**config.mk**
```make
export PLATFORM = sky130hd
export DESIGN_NAME = fifo_read_controller
export DESIGN_NICKNAME = d
export VERILOG_FILES = /design/src/rtl/fifo_async_pkg.sv /design/src/rtl/fifo_fwft_stage.sv /design/src/rtl/fifo_read_controller.sv
export SDC_FILE = /design/constraint.sdc
export NUM_CORES = 1
export LEC_CHECK = 0
export ABC_CLOCK_PERIOD_IN_PS = 4200
export CAP_MARGIN = 0
export CORE_UTILIZATION = 35
export CTS_CLUSTER_SIZE = 25
export DETAILED_ROUTE_END_ITERATION = 12
export GPL_TIMING_DRIVEN = 0
export MAX_ROUTING_LAYER = met4
export PLACE_DENSITY_LB_ADDON = 0.2
export SETUP_SLACK_MARGIN = 0.02
export SKIP_CTS_REPAIR_TIMING = 1
export SLEW_MARGIN = 40
export SYNTH_ARGS = -nofsm -noshare
export SYNTH_HDL_FRONTEND = slang
export SYNTH_SLANG_ARGS = --single-unit
```
**constraint.sdc**
```tcl
create_clock -name clk -period 4.2 [get_ports clk]
set_clock_uncertainty 0.1 [all_clocks]
set_input_delay 0.42 -clock clk [delete_from_list [all_inputs] [get_ports clk]]
set_output_delay 0.42 -clock clk [all_outputs]
set_load 0.1 [all_outputs]
```
**src/rtl/fifo_async_pkg.sv**
```systemverilog
// rtl/fifo_async_pkg.sv - shared types, defaults and helpers for the async FIFO read side
package fifo_async_pkg;

  localparam int FIFO_DEFAULT_ADDR_WIDTH = 4;

  typedef enum logic {OUT_EMPTY, OUT_FULL} fifo_output_state_t;

  // One extra wrap bit distinguishes full from empty when addresses match.
  function automatic int fifo_pointer_width(input int addr_width);
    return addr_width + 1;
  endfunction

endpackage

```
**src/rtl/fifo_fwft_stage.sv**
```systemverilog
// rtl/fifo_fwft_stage.sv - first-word-fall-through output stage state and valid/ready logic
module fifo_fwft_stage
  import fifo_async_pkg::*;
(
  input  logic clk,
  input  logic reset,
  input  logic fetch,
  input  logic data_out_ready,
  output logic data_out_valid,
  output logic data_out_valid_next
);

  fifo_output_state_t state, state_next;

  always_ff @(posedge clk) begin
    if (reset) state <= OUT_EMPTY;
    else       state <= state_next;
  end

  // A fetch while full only happens alongside a handshake, so the stage stays full.
  always_comb begin
    state_next = state;
    unique case (state)
      OUT_EMPTY: if (fetch) state_next = OUT_FULL;
      OUT_FULL:  if (data_out_ready && !fetch) state_next = OUT_EMPTY;
      default:   state_next = OUT_EMPTY;
    endcase
  end

  always_comb begin
    data_out_valid      = (state == OUT_FULL);
    data_out_valid_next = (state_next == OUT_FULL);
  end

endmodule

```
**src/rtl/fifo_read_controller.sv**
```systemverilog
// rtl/fifo_read_controller.sv - async FIFO read-side controller; FIFO_READ_ALMOST_EMPTY_EN adds almost_empty
module fifo_read_controller
  import fifo_async_pkg::*;
#(
  parameter int ADDR_WIDTH         = FIFO_DEFAULT_ADDR_WIDTH,
  parameter int DATA_WIDTH         = 8,
  parameter int POINTER_WIDTH      = fifo_pointer_width(ADDR_WIDTH),
  parameter int ALMOST_EMPTY_LEVEL = 2
) (
  input  logic                     clk,
  input  logic                     reset,
  input  logic [POINTER_WIDTH-1:0] write_pointer_sync,
  output logic [POINTER_WIDTH-1:0] read_pointer,
  output logic                     mem_read_enable,
  output logic [ADDR_WIDTH-1:0]    mem_read_address,
  input  logic [DATA_WIDTH-1:0]    mem_read_data,
  output logic [DATA_WIDTH-1:0]    data_out,
  output logic                     data_out_valid,
  input  logic                     data_out_ready,
  output logic                     empty,
  output logic [POINTER_WIDTH-1:0] fill_level,
`ifdef FIFO_READ_ALMOST_EMPTY_EN
  output logic                     almost_empty,
`endif
  output logic                     overflow_error
);

  localparam logic [POINTER_WIDTH-1:0] DEPTH = POINTER_WIDTH'(2 ** ADDR_WIDTH);

  if (POINTER_WIDTH != ADDR_WIDTH + 1 || ALMOST_EMPTY_LEVEL < 0 ||
      ALMOST_EMPTY_LEVEL > 2 ** ADDR_WIDTH + 1) begin : g_param_check
    $error("fifo_read_controller: inconsistent parameters");
  end

  logic                     ram_empty;
  logic                     fetch;
  logic                     data_out_valid_next;
  logic [POINTER_WIDTH-1:0] distance;
  logic [POINTER_WIDTH-1:0] distance_next;
  logic [POINTER_WIDTH-1:0] read_pointer_next;
  logic [POINTER_WIDTH-1:0] fill_level_next;

  // Pointers differing only in the wrap bit mean a full RAM, not an empty one.
  assign ram_empty = (read_pointer == write_pointer_sync);
  assign fetch     = !reset && !ram_empty && (!data_out_valid || data_out_ready);

  assign distance          = write_pointer_sync - read_pointer;
  assign read_pointer_next = read_pointer + POINTER_WIDTH'(fetch);
  assign distance_next     = write_pointer_sync - read_pointer_next;
  assign fill_level_next   = distance_next + POINTER_WIDTH'(data_out_valid_next);

  assign mem_read_enable  = fetch;
  assign mem_read_address = read_pointer[ADDR_WIDTH-1:0];
  assign data_out         = mem_read_data;
  assign empty            = !data_out_valid;

  fifo_fwft_stage u_fwft_stage (
    .clk                 (clk),
    .reset               (reset),
    .fetch               (fetch),
    .data_out_ready      (data_out_ready),
    .data_out_valid      (data_out_valid),
    .data_out_valid_next (data_out_valid_next)
  );

  always_ff @(posedge clk) begin
    if (reset) begin
      read_pointer   <= '0;
      fill_level     <= '0;
      overflow_error <= 1'b0;
    end else begin
      read_pointer   <= read_pointer_next;
      fill_level     <= fill_level_next;
      overflow_error <= overflow_error || (distance > DEPTH);
    end
  end

`ifdef FIFO_READ_ALMOST_EMPTY_EN
  always_ff @(posedge clk) begin
    if (reset) almost_empty <= 1'b1;
    else       almost_empty <= (fill_level_next <= POINTER_WIDTH'(ALMOST_EMPTY_LEVEL));
  end
`endif

endmodule

```
# [Yosys cells after proc, flatten, opt, wreduce, memory -nomap -nowiden]
# Cells that the tools add are included.
[op_classes] n_addsub=4 mul=0 div_mod_pow=0 n_lt_le_gt_ge=1 n_eq_ne=1 n_shift=0 muxes=3 bitwise_logic=1 n_reduce_logical=9
[ops] op="$add 5x1->5" count=2
[ops] op="$sub 5x5->5" count=2
[ops] op="$eq 5x5->1" count=1
[ops] op="$gt 5x5->1 const B" count=1
[ops] op="$logic_not 1->1" count=4
[ops] op="$logic_and 1x1->1" count=3
[ops] op="$logic_or 1x1->1" count=2
[ops] op="$mux 1" count=2
[ops] op="$pmux 1 s2" count=1
[ops] op="$not 1->1" count=1
[totals] regBits=12 latchBits=0 ramBits=0 mem_bits_ro=0 in_bits=16 output_inout_bits=26 wordCells=23 n_memories=0

# [Logic depth before layout (Yosys ltp)]
# Gate-level depths: netlist (run 1).
[depth] word_depth=9 depth_mapped=14

# [Hierarchy]
# Synthesis (run 1) repeated with hierarchy kept, for this count alone.
[unflattened] hier_cells=92 area_unflattened_um2=860.8
[modules_own_cells] mod="fifo_read_controller" instances=1 cells_each=87 area_per_inst_um2=810.8 seq_area_each_um2=220.2
[modules_own_cells] mod="fifo_fwft_stage" instances=1 cells_each=5 area_per_inst_um2=50.0 seq_area_each_um2=20.0

# [Least setup slack after synthesis (run 1)]
# OpenSTA, ideal clock, no wires.
[synth_path] path_type="register to register" startpoint="register read_pointer[3]" endpoint="register fill_level[4]" setup_time_ns=0.065 arrival_time_ns=5.216 path_slack_ns=-1.181 path_stages_with_launch=15 path_buffers=0 cell_sequence="dfxtp_1 -> inv_1 -> ha_1 -> and4_2 -> a21oi_1 -> nor2b_1 -> ha_1 -> ha_1 -> inv_1 -> ha_1 -> fa_1 -> a21o_1 -> a21oi_1 -> xnor3_1 -> nor2_1"
[synth_rtl] element="start: declaration" line_no="fifo_read_controller.sv:13" rtl="output logic [POINTER_WIDTH-1:0] read_pointer,"
[synth_rtl] element="start signal: assignment" line_no="fifo_read_controller.sv:72" rtl="read_pointer <= read_pointer_next;"
[synth_rtl] element="$eq 5x5->1" line_no="fifo_read_controller.sv:44" rtl="assign ram_empty = (read_pointer == write_pointer_sync);"
[synth_rtl] element="$logic_not 1->1" line_no="fifo_read_controller.sv:45" rtl="assign fetch = !reset && !ram_empty && (!data_out_valid || data_out_ready);"
[synth_rtl] element="$logic_and 1x1->1 (2 in series)" line_no="fifo_read_controller.sv:45"
[synth_rtl] element="net mem_read_enable" line_no="fifo_read_controller.sv:14" rtl="output logic mem_read_enable,"
[synth_rtl] element="$add 5x1->5" line_no="fifo_read_controller.sv:48" rtl="assign read_pointer_next = read_pointer + POINTER_WIDTH'(fetch);"
[synth_rtl] element="net read_pointer_next[1]" line_no="fifo_read_controller.sv:40" rtl="logic [POINTER_WIDTH-1:0] read_pointer_next;"
[synth_rtl] element="$sub 5x5->5" line_no="fifo_read_controller.sv:49" rtl="assign distance_next = write_pointer_sync - read_pointer_next;"
[synth_rtl] element="$add 5x1->5" line_no="fifo_read_controller.sv:50" rtl="assign fill_level_next = distance_next + POINTER_WIDTH'(data_out_valid_next);"
[synth_rtl] element="end signal: assignment" line_no="fifo_read_controller.sv:73" rtl="fill_level <= fill_level_next;"
[synth_rtl] element="end: declaration" line_no="fifo_read_controller.sv:21" rtl="output logic [POINTER_WIDTH-1:0] fill_level,"
# The timed path passes the listed nets, and every way through them passes these cells.
# A chain may end at the register's enable or synchronous reset.

# [Worst setup path in the final report (run 1)]
[layout_path] startpoint="input write_pointer_sync[0]" endpoint="register fill_level[4]"
[layout_rtl] element="start: declaration" line_no="fifo_read_controller.sv:12" rtl="input logic [POINTER_WIDTH-1:0] write_pointer_sync,"
[layout_rtl] element="$eq 5x5->1" line_no="fifo_read_controller.sv:44"
[layout_rtl] element="$logic_not 1->1" line_no="fifo_read_controller.sv:45"
[layout_rtl] element="$logic_and 1x1->1 (2 in series)" line_no="fifo_read_controller.sv:45"
[layout_rtl] element="$add 5x1->5" line_no="fifo_read_controller.sv:48"
[layout_rtl] element="net read_pointer_next[1]" line_no="fifo_read_controller.sv:40"
[layout_rtl] element="$sub 5x5->5" line_no="fifo_read_controller.sv:49"
[layout_rtl] element="$add 5x1->5" line_no="fifo_read_controller.sv:50"
# The timed path passes the listed nets, and every way through them passes these cells.

==> impl_metrics.ini, run 1 <==
[run_status]
run_status = finished, final reports clean

[worst_setup_path]
worst-endpoint-required_ns = 4.30
crit_path_end_kind = register
timing.rr.start = read_pointer[3]
worstPathArrival_ns = 3.82
most_frequent_cp_cell = sky130_fd_sc_hd__ha_1
worst_setup_path_start_kind = input port
ws_path_type = in -> reg
worst-r2r-setup-slack_ns = 0.76
critPathSlowestCell = sky130_fd_sc_hd__clkdlybuf4s50_1
rr_worst_depth = 14
critPathMaxStageDelay_ns = 0.49
crit_chain = clkdlybuf4s50_1, inv_1, ha_1, and4_2, a21oi_1, nor2b_4, ha_1, ha_1, inv_1, ha_1, fa_1, a21o_1, a21oi_1, xnor3_1, nor2_1
reg2reg_to = fill_level[4]
path_max_fanout = 2

[timing]
timing_max_transition_violations_final = 0
setup_repair_after_global_routing_missed_its_margin = false
hold_viol_final = 0
worst_slew_margin_rel_pct = 67.8
setup-violations-final = 0
clock.fmax_mhz = 269
setup_tns_ns = 0
layout_min_cycle_time_ns = 3.71
final.period_utilization_pct = 88.4
tightest_slew_ns = 0.483

[grt]
initial_antenna_violation_count = 0
grt_pass1_vias = 606
grt_start_max_net_pins = 11
globalRouteOverflowTotal = 0
grt_first_pass_wirelength_um = 2440
gr-usage-all-layers_pct = 13.4

[place]
dpl.hpwl_um = 1350
gp_congestion = 0.761
placed_area_um2 = 1100
portBuffers = 33

[floorplan]
io-pin-count = 42
dieWidth_um = 51.1
initial_core_util_pct = 37.8
placeable_core_region_um2 = 2230
die-height_um = 51.1
die_area_um2 = 2610
std_cell_rows = 17

[routing]
routedWlPerCell_um = 10.4
drt_iter0_drc = 4
drt_first_pass_iters = 2
final_antenna_net_count = 0
detail_route.drc_violations = 0
drt-vias-per-instance = 4.49
vias_after_detailed_routing = 687
routed_wl_um = 1600

[synthesis]
synth_top_cell_by_area = sky130_fd_sc_hd__dfxtp_1
instance_count_of_the_mapped_netlist = 89
post-synth-top-area-fraction_pct = 28.5
ys.warnings.count = 0
portion_of_the_post_synthesis_area_used_by_sequential_elements_pct = 28.5
synth.distinct_cells = 21
synth.top_cells.by_area = sky130_fd_sc_hd__dfxtp_1, sky130_fd_sc_hd__ha_1, sky130_fd_sc_hd__buf_4
synth_seq_cells = 12
syn-num-nets = 120
syn_avg_cell_area_um2 = 9.48
syn_area_um2 = 843

[clocking]
cts-root-buf = sky130_fd_sc_hd__clkbuf_4
cts_buffers = 3
clock-sinks = 12
cts_max_level = 1
clkSlewWorstSetupHoldPaths_ns = 0.07
cts_tree = done
cts_buffer_depth = 2
worstSkewPairLatency_ns = 0.27

[flow_run]
max-cap-violations = 0

[cells_and_area]
final_cell_area_um2 = 1120
insertedDiodeCount = 0
num-nets-final = 158
layout-area-overhead-vs-synth_pct = 32.6
drive_gt1_share_pct = 41.6
nFillCells = 240

[power]
power.leakage_nw = 0.577
power_per_standard_cell_area_nw_per_um2 = 437
peakVddDrop_mv = 0.341

[min_path]
holdPathStages = 2
worstHoldStart = overflow_error
hp-class = reg -> reg
hold_path_end = overflow_error
flip-flops by register name, indices dropped and copies added, names as in the netlist:
register and cells:
read_pointer 5, fill_level 5, overflow_error 1, u_fwft_stage.data_out_valid 1
stage by stage:
step | setup WS [ns] | util [%] | total power [W] | cells | hold WS, ns
2_1_floorplan | 0.108 | - | 0.000382 | 89 | 0.392
3_3_place_gp | 0.287 | 54.9 | 0.000444 | 150 | 0.383
3_5_place_dp | 0.186 | 49.1 | 0.000425 | 150 | 0.398
4_1_cts | 0.456 | 50.1 | 0.000495 | 153 | 0.408
5_1_grt | 0.301 | 50.1 | 0.000515 | 153 | 0.454
6_report | 0.487 | 50.1 | 0.000489 | 153 | 0.408
where the power goes:
| group | internal (W) | leakage [nW] | switching (W) |
|---|---|---|---|
| sequential | 0.000129 | 0.101 | 0.00000665 |
| combinational | 0.0000687 | 0.463 | 0.000215 |
| clock | 0.0000331 | 0.0138 | 0.0000355 |
cell type report:
type | count | area [um^2] | share of cell area [%]
multi-input combinational | 55 | 483 | 43.2
inverter | 9 | 37.5 | 3.36
clock buffer | 3 | 22.5 | 2.01
tap | 28 | 35.0 | 3.13
sequential | 12 | 246 | 22.0
timing repair buffer | 33 | 200 | 17.9
buffer | 13 | 93.8 | 8.39
worst max path at each step:
| stage | slack, ns | to | startpoint |
|---|---|---|---|
| 6_report | 0.49 | fill_level[4] | write_pointer_sync[0] |
| 5_1_grt | 0.30 | fill_level[4] | write_pointer_sync[0] |
| 4_1_cts | 0.46 | fill_level[4] | write_pointer_sync[0] |
| 3_5_place_dp | 0.19 | fill_level[4] | write_pointer_sync[0] |
| 3_3_place_gp | 0.29 | fill_level[4] | write_pointer_sync[0] |
| 2_1_floorplan | 0.11 | fill_level[4] | read_pointer[3] |
cells in the mapped netlist:
library cell               number
sky130_fd_sc_hd__dfxtp_1       12
sky130_fd_sc_hd__nor2_1        10
sky130_fd_sc_hd__a21oi_1        4
sky130_fd_sc_hd__buf_4         12
sky130_fd_sc_hd__nand3_1        3
sky130_fd_sc_hd__a21o_1         3
sky130_fd_sc_hd__clkbuf_1       1
sky130_fd_sc_hd__nand2_1        1
sky130_fd_sc_hd__inv_1          9
sky130_fd_sc_hd__fa_1           1
sky130_fd_sc_hd__a211oi_2       1
sky130_fd_sc_hd__ha_1          14
sky130_fd_sc_hd__nor2b_1        4
sky130_fd_sc_hd__o211ai_1       1
sky130_fd_sc_hd__and4_2         1
sky130_fd_sc_hd__xnor3_1        1
sky130_fd_sc_hd__xor2_1         4
sky130_fd_sc_hd__nor2b_4        1
sky130_fd_sc_hd__or4_4          1
sky130_fd_sc_hd__xnor2_1        4
sky130_fd_sc_hd__a311oi_1       1
cells in the final DEF (no fill, tap or decap), drive strengths merged, types with 3 or more instances in the layout:
cell type / synthesis / routed
inv: 9 / 8
nor2: 10 / 10
xnor2: 4 / 4
clkdlybuf4s50: 0 / 7
clkbuf: 1 / 4
nor2b: 5 / 5
ha: 14 / 14
xor2: 4 / 4
dfxtp: 12 / 12
a21o: 3 / 3
nand3: 3 / 3
buf: 12 / 38
a21oi: 4 / 4
metal layers:
| metal | vias up | track usage [%] | part of all wire, % |
|---|---|---|---|
| met4 | 0 | 8.33 | 1.2 |
| met1 | 306 | 13.7 | 46 |
| li1 | 353 | - | - |
| met5 | - | - | 0 |
| met3 | 2 | 2.68 | 5.3 |
| met2 | 26 | 23.2 | 47 |
cells by family (layout without fill, tap and decap cells):
group           Yosys count  after routing  synth area share [%]
simple gates             21             21                  13.8
buf+inv                  22             58                  15.1
flops                    12             12                  28.5
compound gates           10             10                  8.46
fa+ha+maj                15             15                  23.1
xor+xnor                  9              9                  11.0
worst max-delay path, delay by kind of cell:
| family | cells | cell delay, ns |
|---|---|---|
| AOI/OAI and AO/OA | 3 | 0.56 |
| xor gates and xnor gates | 1 | 0.25 |
| buffers and inverters | 3 | 0.62 |
| adders and majority gates | 5 | 1.46 |
| and+or+nand+nor | 3 | 0.50 |
No activity file was read; power rests on OpenSTA's default activity.
==> inputs of run 2 (changes only) <==
Settings changed: SETUP_SLACK_MARGIN 0.02 to 0.4.
==> run 2 against run 1 <==
Maximum frequency grew 6.9%. Worst hold slack lost 0.0063 ns. Routed wire length is 5.6% lower. Via count is 1.0% lower. Sequential share of layout area is 0.068 points higher. Total power up 5.8%. Utilization is 2.6 points higher. Global-route usage increased by 0.14 points. Sequential power is essentially flat. Critical path type unchanged. Largest power group unchanged.
==> impl_metrics.ini, run 2 (same netlist as run 1, synthesis figures left out) <==
[power]
power.leakage_nw = 0.586
internal_power_w = 0.000252
p_switching_w = 0.000265
power.combinational.fraction_pct = 55.5
peakVddDrop_mv = 0.362
switching_share_pct = 51.3
power.share.clock_pct = 18.6
power_per_standard_cell_area_nw_per_um2 = 439
pwr-share-seq_pct = 26.0

[place]
gp_congestion = 0.787
portBuffers = 33
dpl.hpwl_um = 1240

[clocking]
worstSkewPairLatency_ns = 0.28
clkSlewWorstSetupHoldPaths_ns = 0.08
clock-sinks = 12
cts_tree = done
cts_buffers = 3
cts_buffer_depth = 2
cts-root-buf = sky130_fd_sc_hd__clkbuf_4
cts_max_level = 1

[timing]
hold-worst-slack_ns = 0.402
setup_tns_ns = 0
final.period_utilization_pct = 82.7
worst_slew_margin_rel_pct = 68.2
clock.fmax_mhz = 288
hold_viol_final = 0
tightest_slew_ns = 0.474
setup-violations-final = 0
layout_min_cycle_time_ns = 3.47
timing_max_transition_violations_final = 0
setup_repair_after_global_routing_missed_its_margin = false

[worst_setup_path]
worst_setup_path_start_kind = input port
worst-endpoint-required_ns = 4.32
ws_path_type = in -> reg
reg2reg_to = fill_level[4]
crit_path_end_kind = register
rr_worst_depth = 14
path_max_fanout = 2
worstPathArrival_ns = 3.59
worst-r2r-setup-slack_ns = 1.00
timing.rr.start = read_pointer[2]

[routing]
vias_after_detailed_routing = 680
drt_first_pass_iters = 2
routedWlPerCell_um = 9.77
detail_route.drc_violations = 0
drt_iter0_drc = 1
final_antenna_net_count = 0
drt-vias-per-instance = 4.42
routed_wl_um = 1510

[floorplan]
die_area_um2 = 2610
io-pin-count = 42
placeable_core_region_um2 = 2230
initial_core_util_pct = 37.8
std_cell_rows = 17
die-height_um = 51.1
dieWidth_um = 51.1

[cells_and_area]
nFillCells = 225
layout-area-overhead-vs-synth_pct = 39.6
insertedDiodeCount = 0
num-nets-final = 158
drive_gt1_share_pct = 46.0
most_common_library_cell_in_the_layout_ignoring_fill_and_taps = sky130_fd_sc_hd__buf_2
mostFrequentLayoutCells = sky130_fd_sc_hd__buf_2, sky130_fd_sc_hd__ha_1, sky130_fd_sc_hd__buf_4, sky130_fd_sc_hd__nor2_1, sky130_fd_sc_hd__inv_1
reg_top3 = fill_level: 5 flops, read_pointer: 5 flops

[grt]
initial_antenna_violation_count = 0
grt_start_max_net_pins = 11
grt_first_pass_wirelength_um = 2440
gr-usage-all-layers_pct = 13.5
grt_pass1_vias = 604
globalRouteOverflowTotal = 0

[min_path]
hp-class = reg -> reg
holdPathStages = 2
hold_path_end = overflow_error
worstHoldStart = overflow_error

[run_status]
run_status = finished, final reports clean

[flow_run]
max-cap-violations = 0
run 2: cell type report:
class,instances,area [um^2],share of cell area [%]
inverter,9,37.5,3.19
clock buffer,4,36.3,3.08
timing repair buffer,33,200,17.0
buffer,13,93.8,7.97
multi-input combinational,55,514,43.7
sequential,12,260,22.1
tap,28,35.0,2.98
run 2: layer usage:
metal | wire length [um] | vias to the layer above | GRT usage [%]
met2 | 670 | 28 | 19.7
met5 | 0 | - | -
met4 | 42 | 0 | 9.72
li1 | - | 359 | -
met3 | 79 | 5 | 2.68
met1 | 711 | 288 | 16.5
run 2: worst max-delay path by stage:
| stage | start | endpoint | slack, ns | depth (start not counted) |
|---|---|---|---|---|
| after global placement | write_pointer_sync[0] | fill_level[4] | 0.43 | 15 |
| after global routing | write_pointer_sync[0] | fill_level[4] | 0.57 | 15 |
| after CTS | write_pointer_sync[0] | fill_level[4] | 0.72 | 15 |
| after floorplan | read_pointer[2] | fill_level[4] | 0.42 | 14 |
| final | write_pointer_sync[0] | fill_level[4] | 0.73 | 15 |
| after detailed placement | write_pointer_sync[0] | fill_level[4] | 0.44 | 15 |
run 2: power groups by stage:
stage | Sequential, W | Combinational [W] | Clock (W)
final | 0.000134 | 0.000287 | 0.0000960
after global routing | 0.000137 | 0.000304 | 0.000104
after CTS | 0.000135 | 0.000289 | 0.0000987
after detailed placement | 0.000137 | 0.000288 | 0
after global placement | 0.000137 | 0.000309 | 0
after floorplan | 0.000247 | 0.000137 | 0
run 2: metrics by stage:
stage / area, um^2 / total power [W] / instances / worst slack [ns] / util, %
finish: 1180 / 0.000517 / 154 / 0.728 / 52.7
global route: 1180 / 0.000544 / 154 / 0.570 / 52.7
CTS: 1180 / 0.000523 / 154 / 0.720 / 52.7
global placement: 1270 / 0.000447 / 150 / 0.435 / 56.9
detailed placement: 1140 / 0.000425 / 150 / 0.445 / 51.1
floorplan: 906 / 0.000384 / 89 / 0.419 / -
run 2: critical path: stages:
cell                              delay, ns
sky130_fd_sc_hd__clkdlybuf4s50_1       0.48
sky130_fd_sc_hd__inv_1                 0.06
sky130_fd_sc_hd__ha_1                  0.30
sky130_fd_sc_hd__and4_2                0.25
sky130_fd_sc_hd__a21oi_2               0.15
sky130_fd_sc_hd__nor2b_4               0.19
sky130_fd_sc_hd__ha_4                  0.14
sky130_fd_sc_hd__ha_1                  0.21
sky130_fd_sc_hd__inv_1                 0.07
sky130_fd_sc_hd__ha_1                  0.26
sky130_fd_sc_hd__fa_2                  0.41
sky130_fd_sc_hd__a21o_1                0.19
sky130_fd_sc_hd__a21oi_1               0.16
sky130_fd_sc_hd__xnor3_1               0.22
sky130_fd_sc_hd__nor2_1                0.08
